### config.mk
export PLATFORM = sky130hd
export DESIGN_NAME = rpn_stack_ctrl_flat
export DESIGN_NICKNAME = d
export VERILOG_FILES = /design/src/rtl/rpn_stack_ctrl_if.sv /design/src/rtl/rpn_stack_ctrl.sv /design/src/flat_wrapper.sv
export SDC_FILE = /design/constraint.sdc
export NUM_CORES = 1
export LEC_CHECK = 0
export BUFFER_PORTS_ARGS = -buffer_cell sky130_fd_sc_hd__buf_2
export CAP_MARGIN = 40
export CORE_MARGIN = 2
export CORE_UTILIZATION = 50
export CTS_CLUSTER_DIAMETER = 40
export DETAILED_ROUTE_END_ITERATION = 12
export HOLD_SLACK_MARGIN = 0.05
export PLACE_DENSITY = 0.75
export REMOVE_ABC_BUFFERS = 1
export SYNTH_ARGS = -nofsm -noshare
export SYNTH_HDL_FRONTEND = slang
export SYNTH_SLANG_ARGS = --single-unit
### constraint.sdc
create_clock -name CLOCK_50 -period 3.1 [get_ports CLOCK_50]
set_clock_uncertainty 0.05 [all_clocks]
set_input_delay 0.465 -clock CLOCK_50 [delete_from_list [all_inputs] [get_ports CLOCK_50]]
set_output_delay 0.465 -clock CLOCK_50 [all_outputs]
set_load 0.02 [all_outputs]
### src/rtl/rpn_stack_ctrl_if.sv
// rpn_stack_ctrl_if: command handshake, status and stack-RAM bus of the RPN stack controller
interface rpn_stack_ctrl_if #(parameter int WIDTH = 8, parameter int ADDR_W = 5);
  logic              cmd_valid;
  logic [2:0]        cmd;
  logic [WIDTH-1:0]  cmd_data;
  logic              cmd_ready;
  logic              done;
  logic              err_overflow;
  logic              err_underflow;
  logic              err_illegal;
  logic [WIDTH-1:0]  tos;
  logic [ADDR_W:0]   depth;
  logic [ADDR_W-1:0] mem_addr;
  logic              mem_wr;
  logic [WIDTH-1:0]  mem_wdata;
  logic [WIDTH-1:0]  mem_rdata;
  modport slave (
    input  cmd_valid, cmd, cmd_data, mem_rdata,
    output cmd_ready, done, err_overflow, err_underflow, err_illegal, tos, depth,
           mem_addr, mem_wr, mem_wdata
  );
  modport master (
    output cmd_valid, cmd, cmd_data, mem_rdata,
    input  cmd_ready, done, err_overflow, err_underflow, err_illegal, tos, depth,
           mem_addr, mem_wr, mem_wdata
  );
endinterface

### src/rtl/rpn_stack_ctrl.sv
// rpn_stack_ctrl: RPN calculator stack sequencer with cached top-of-stack over a registered-read RAM
// Define RPN_MUL_EN to enable opcode 101 (MUL); otherwise it completes with err_illegal.
module rpn_stack_ctrl #(
  parameter int WIDTH  = 8,
  parameter int ADDR_W = 5
) (
  input logic CLOCK_50,
  input logic reset,
  rpn_stack_ctrl_if.slave bus
);
  localparam int DEPTH = 2**ADDR_W;
  localparam logic [ADDR_W:0] FULL = (ADDR_W+1)'(DEPTH);
  localparam logic [ADDR_W:0] ONE  = (ADDR_W+1)'(1);
  localparam logic [ADDR_W:0] TWO  = (ADDR_W+1)'(2);
  localparam logic [2:0] C_NOP = 3'd0, C_PUSH = 3'd1, C_POP = 3'd2, C_ADD = 3'd3,
                         C_SUB = 3'd4, C_MUL = 3'd5, C_DUP = 3'd6, C_CLEAR = 3'd7;
`ifdef RPN_MUL_EN
  localparam bit MUL_EN = 1'b1;
`else
  localparam bit MUL_EN = 1'b0;
`endif
  typedef enum logic [2:0] {S_IDLE, S_WRITE, S_READ, S_EXEC, S_DONE} state_t;
  state_t state, state_nx;
  logic [2:0]       op_q;
  logic [WIDTH-1:0] data_q, tos_q, res;
  logic [ADDR_W:0]  depth_q;
  logic             ovf_q, unf_q, ill_q;
  logic             accept, binop, ovf, unf, ill, fail;
  // Error classification happens at accept time against the current depth.
  always_comb begin
    accept = state == S_IDLE && bus.cmd_valid;
    binop  = bus.cmd == C_ADD || bus.cmd == C_SUB || (bus.cmd == C_MUL && MUL_EN);
    ovf    = (bus.cmd == C_PUSH || bus.cmd == C_DUP) && depth_q == FULL;
    unf    = ((bus.cmd == C_POP || bus.cmd == C_DUP) && depth_q == '0) || (binop && depth_q < TWO);
    ill    = bus.cmd == C_MUL && !MUL_EN;
    fail   = ovf || unf || ill;
  end
  // mem_rdata here is the entry below the top (b); tos_q is a.
  always_comb begin
`ifdef RPN_MUL_EN
    res = op_q == C_ADD ? bus.mem_rdata + tos_q :
          op_q == C_SUB ? bus.mem_rdata - tos_q : WIDTH'(bus.mem_rdata * tos_q);
`else
    res = op_q == C_ADD ? bus.mem_rdata + tos_q : bus.mem_rdata - tos_q;
`endif
  end
  always_ff @(posedge CLOCK_50) begin
    if (reset) state <= S_IDLE;
    else       state <= state_nx;
  end
  always_comb begin
    state_nx = state;
    case (state)
      S_IDLE:  if (accept)
                 state_nx = (fail || bus.cmd == C_NOP || bus.cmd == C_CLEAR) ? S_DONE :
                            (bus.cmd == C_PUSH || bus.cmd == C_DUP) ? S_WRITE : S_READ;
      S_READ:  state_nx = op_q == C_POP ? S_DONE : S_EXEC;
      default: state_nx = S_IDLE;
    endcase
  end
  always_ff @(posedge CLOCK_50) begin
    if (reset) begin
      depth_q <= '0;
      tos_q   <= '0;
      op_q    <= C_NOP;
      data_q  <= '0;
      ovf_q   <= 1'b0;
      unf_q   <= 1'b0;
      ill_q   <= 1'b0;
    end else begin
      if (accept) begin
        op_q   <= bus.cmd;
        data_q <= bus.cmd_data;
        ovf_q  <= ovf;
        unf_q  <= unf;
        ill_q  <= ill;
      end
      if (state == S_WRITE) begin
        depth_q <= depth_q + ONE;
        tos_q   <= op_q == C_PUSH ? data_q : tos_q;
      end
      if (state == S_EXEC) begin
        depth_q <= depth_q - ONE;
        tos_q   <= res;
      end
      if (state == S_DONE && !(ovf_q || unf_q || ill_q) && op_q == C_POP) begin
        depth_q <= depth_q - ONE;
        tos_q   <= depth_q == ONE ? '0 : bus.mem_rdata;
      end
      if (state == S_DONE && !(ovf_q || unf_q || ill_q) && op_q == C_CLEAR) begin
        depth_q <= '0;
        tos_q   <= '0;
      end
    end
  end
  always_comb begin
    bus.cmd_ready     = state == S_IDLE;
    bus.done          = state == S_WRITE || state == S_EXEC || state == S_DONE;
    bus.err_overflow  = state == S_DONE && ovf_q;
    bus.err_underflow = state == S_DONE && unf_q;
    bus.err_illegal   = state == S_DONE && ill_q;
    bus.tos           = tos_q;
    bus.depth         = depth_q;
    bus.mem_wr        = state == S_WRITE || state == S_EXEC;
    bus.mem_addr      = state == S_WRITE ? depth_q[ADDR_W-1:0] :
                        (state == S_READ || state == S_EXEC) ? ADDR_W'(depth_q - TWO) : '0;
    bus.mem_wdata     = state == S_WRITE ? (op_q == C_PUSH ? data_q : tos_q) :
                        state == S_EXEC ? res : '0;
  end
endmodule
### src/flat_wrapper.sv
// flat-port wrapper written by rule: the top's interface ports become plain ports
module rpn_stack_ctrl_flat 
#(
  parameter int WIDTH  = 8,
  parameter int ADDR_W = 5
)
  (CLOCK_50, reset, bus_cmd_valid, bus_cmd, bus_cmd_data, bus_mem_rdata, bus_cmd_ready, bus_done, bus_err_overflow, bus_err_underflow, bus_err_illegal, bus_tos, bus_depth, bus_mem_addr, bus_mem_wr, bus_mem_wdata);
  rpn_stack_ctrl_if #(.WIDTH(WIDTH), .ADDR_W(ADDR_W)) bus_i ();
  input logic CLOCK_50;
  input logic reset;
  input wire logic [$bits(bus_i.cmd_valid)-1:0] bus_cmd_valid;
  input wire logic [$bits(bus_i.cmd)-1:0] bus_cmd;
  input wire logic [$bits(bus_i.cmd_data)-1:0] bus_cmd_data;
  input wire logic [$bits(bus_i.mem_rdata)-1:0] bus_mem_rdata;
  output wire logic [$bits(bus_i.cmd_ready)-1:0] bus_cmd_ready;
  output wire logic [$bits(bus_i.done)-1:0] bus_done;
  output wire logic [$bits(bus_i.err_overflow)-1:0] bus_err_overflow;
  output wire logic [$bits(bus_i.err_underflow)-1:0] bus_err_underflow;
  output wire logic [$bits(bus_i.err_illegal)-1:0] bus_err_illegal;
  output wire logic [$bits(bus_i.tos)-1:0] bus_tos;
  output wire logic [$bits(bus_i.depth)-1:0] bus_depth;
  output wire logic [$bits(bus_i.mem_addr)-1:0] bus_mem_addr;
  output wire logic [$bits(bus_i.mem_wr)-1:0] bus_mem_wr;
  output wire logic [$bits(bus_i.mem_wdata)-1:0] bus_mem_wdata;
  assign bus_i.cmd_valid = bus_cmd_valid;
  assign bus_i.cmd = bus_cmd;
  assign bus_i.cmd_data = bus_cmd_data;
  assign bus_i.mem_rdata = bus_mem_rdata;
  assign bus_cmd_ready = bus_i.cmd_ready;
  assign bus_done = bus_i.done;
  assign bus_err_overflow = bus_i.err_overflow;
  assign bus_err_underflow = bus_i.err_underflow;
  assign bus_err_illegal = bus_i.err_illegal;
  assign bus_tos = bus_i.tos;
  assign bus_depth = bus_i.depth;
  assign bus_mem_addr = bus_i.mem_addr;
  assign bus_mem_wr = bus_i.mem_wr;
  assign bus_mem_wdata = bus_i.mem_wdata;
  rpn_stack_ctrl #(.WIDTH(WIDTH), .ADDR_W(ADDR_W)) u_core (.CLOCK_50(CLOCK_50), .reset(reset), .bus(bus_i));
endmodule
==> metrics.csv <==
stage,metric,value,unit
placement,Routability Congestion,1.040,
clocking,Max Root-Sink Buffers,2,
sta,Sum Neg Setup Slack,0,ns
drt,via/cell ratio,5.787,
critical_path,Setup crit end kind,output port,
synth,Synth Register Bits,31,
global_routing,gr usage total,26.17,%
sta,fin crit period,3.097,ns
drt,Pre-Repair DR Iteration Count,5,
worst_hold_path,worst hold path class,input port to flop,
clocking,clk sinks,31,
synth,Mean Syn Cell Area,7.232,um2
drt,# DRC,0,
floorplanning,# IOs,55,
sta,Final Slew Violations,0,
synth,largest area contributor in the netlist,dfxtp_1,
power_and_ir_drop,Max IR drop VDD,0.0002598,V
drt,First DRT Iteration DRCs,241,
final_layout,layout filler cell count,429,
final_layout,Final nets,435,
global_routing,routing usage on met1,37.21,%
floorplanning,Initial Util,51.87,%
placement,dpl cells,454,
global_routing,largest net degree at the start of global routing,31,
critical_path,critical path launch point type,flop,
sta,Max-slew headroom,53.80,%
clocking,clk root buf,clkbuf_8,
final_layout,P&R area growth vs syn,26.64,%
critical_path,CP max stage delay,0.38,ns
floorplanning,die height,74.23,um
sta,Final setup violation count,0,
clocking,"Hold-fix buffers, CTS",0,
power_and_ir_drop,Final Power,1420,uW
clocking,worst skew pair latency,0.29,ns
global_routing,GR Util met2,38.89,%
critical_path,Worst path slowest cell,fa_2,
synth,sequential share of the synthesized area,25.16,%
power_and_ir_drop,PwrDens,454.7,nW/um2
sta,Fmax,322.9,MHz
run_status,status,"complete, no violations",
synth,post-synthesis cell type count,52,
synth,Synth Warn #,0,
drt,WL/cell,15.70,um
power_and_ir_drop,leak pwr,0.001369,uW
floorplanning,core box area,4755,um2
floorplanning,Die W,74.23,um
synth,Post-synth EDFFs,0,
critical_path,worst path arrival time,2.58,ns
synth,Mapped Area,2466,um2
global_routing,GRT Max-Usage Layer,met2,
global_routing,grt ovf,0,
clocking,"Reg clk slew, reported paths",0.07,ns
sta,Worst Max-Slew Pin Slew,0.6867,ns
critical_path,worst path required time,2.58,ns
placement,# port buffers,54,
final_layout,number of diodes,0,
critical_path,CP max FO,3,
critical_path,WS Path Type,flop to output port,
synth,most frequent cell after synthesis,nand2_1,
final_layout,Non-Filler Instances,465,
global_routing,first-pass GRT wire length,11.09,mm
floorplanning,Site Rows,25,
clocking,CTS tree,yes,
global_routing,vias in the first global route,2262,
synth,Gate Count Post-Synth,341,
synth,ys flop type,dfxtp_1,
drt,vias,2691,
synth,share of the synthesized area in the top cell type,25.16,%
placement,Detail Placement HPWL,5.158,mm
job,total of max-cap violations,0,
sta,Hold Fails Final Rpt,0,
clocking,H-tree depth,2,
sta,RSZ-0062 raised after global routing,yes,
global_routing,GR Util met3,5.149,%
critical_path,CP Cell Sequence,nand3b_1 > buf_4 > o21ai_4 > inv_2 > fa_2 > nor2b_4 > o21ai_4 > a2111oi_4 > a311oi_2 > a21oi_1 > buf_4,
synth,most frequent cells after synthesis,"51 x nand2_1, 36 x a21oi_1, 31 x dfxtp_1",
final_layout,layout cells sized above 1,26.88,%
synth,top post-synthesis cells by area,"dfxtp_1 25%, nand2_1 7.8%, ha_1 7.6%",
drt,"wirelength, routed",7.300,mm
floorplanning,die area,5510,um2
drt,Post-DRT Antenna Nets,0,
final_layout,post-layout util,65.68,%
clocking,CTS Buf Count,5,
synth,ys async rst share,0,%
sta,period utilization,99.89,%
global_routing,initial antenna violation count,0,
registers in the layout, indices dropped and copies added (netlist names):
name / cells
u_core.ill_q: 1
u_core.state: 3
u_core.ovf_q: 1
u_core.bus.depth: 6
u_core.op_q: 3
u_core.data_q: 8
u_core.bus.tos: 8
u_core.unf_q: 1
metrics by stage:
stage	hold slack, ns	worst slack, ns	area, um2
after global routing	0.3641	-0.1112	3123
after global placement	0.3963	0.1436	2829
after CTS	0.3579	-0.02026	3009
final	0.3593	0.003400	3123
after floorplan	0.3768	-0.003167	2392
after detailed placement	0.3989	-0.01492	2829
layout make-up:
type,instances,area [um2],area share (%)
multi-input combinational,274,1841,58.93
sequential,31,630.6,20.19
timing repair buffer,68,386.6,12.38
tap,67,83.83,2.684
clock buffer,6,82.58,2.644
inverter,17,63.81,2.043
clock inverter,2,35.03,1.122
timing repair:
item / in CTS / in global routing
gates resized for setup: 19 / 25
cloned: 0 / 0
setup endpoints to repair: 4 / 4
setup buffers: 0 / 3
pin swaps: 2 / 12
cell families (layout without fill, tap and decap cells):
kind of cell    Yosys count  in the layout  share of synthesized area [%]
flops                    31             31                          25.17
fa+ha+maj                16             16                          8.422
mux                      11             11                          4.617
simple gates            132            132                          25.98
buf+inv                  36             93                          5.581
compound gates          102            102                          25.62
xor+xnor                 13             13                          4.617
final timing paths:
kind              slack, ns  depth (start not counted)                            from                             end
setup / recovery      0.003                         11     u_core.op_q[2]$_SDFFE_PP0P_                bus_mem_wdata[6]
hold / removal         0.36                          3                 bus_cmd_data[5]   u_core.data_q[5]$_SDFFE_PP0P_
setup reg to reg       0.57                         11  u_core.bus.tos[0]$_SDFFE_PP0P_  u_core.bus.tos[7]$_SDFFE_PP0P_
hold reg to reg        0.41                          2   u_core.data_q[7]$_SDFFE_PP0P_   u_core.data_q[7]$_SDFFE_PP0P_
metal layers:
layer / vias to the layer above / share of wire (%)
li1: 1321 / -
met5: - / 0
met1: 1231 / 45
met3: 18 / 7.8
met4: 0 / 2.1
met2: 121 / 45
cells in the final DEF, fill, tap and decap left out, types with 4 or more instances in the layout:
master	instances
xor2_1	7
ha_1	12
and2_1	6
inv_1	15
xnor2_1	6
nor3_1	9
buf_4	16
clkbuf_8	6
a21oi_1	34
o21ai_0	21
nor3b_1	4
nand2_1	51
buf_2	51
mux2i_1	8
nand3b_1	6
a21o_1	6
dfxtp_1	27
nand2b_1	4
a31oi_1	5
or4_1	4
nor2_1	29
power breakdown:
part	leakage (uW)	switching, uW	internal (uW)
clock network	0.0000612	164	260
registers	0.000255	33.0	425
logic	0.00105	312	227
critical path: cells and delay by family (launching register included):
family	cells	cell delay, ns
AO/OA/AOI/OAI	5	0.86
buffers and inverters	3	0.39
adder cells (fa/ha/maj)	1	0.38
AND/OR/NAND/NOR	2	0.35
flip-flops	1	0.31
Note: power is estimated with default switching activity, not from simulation.
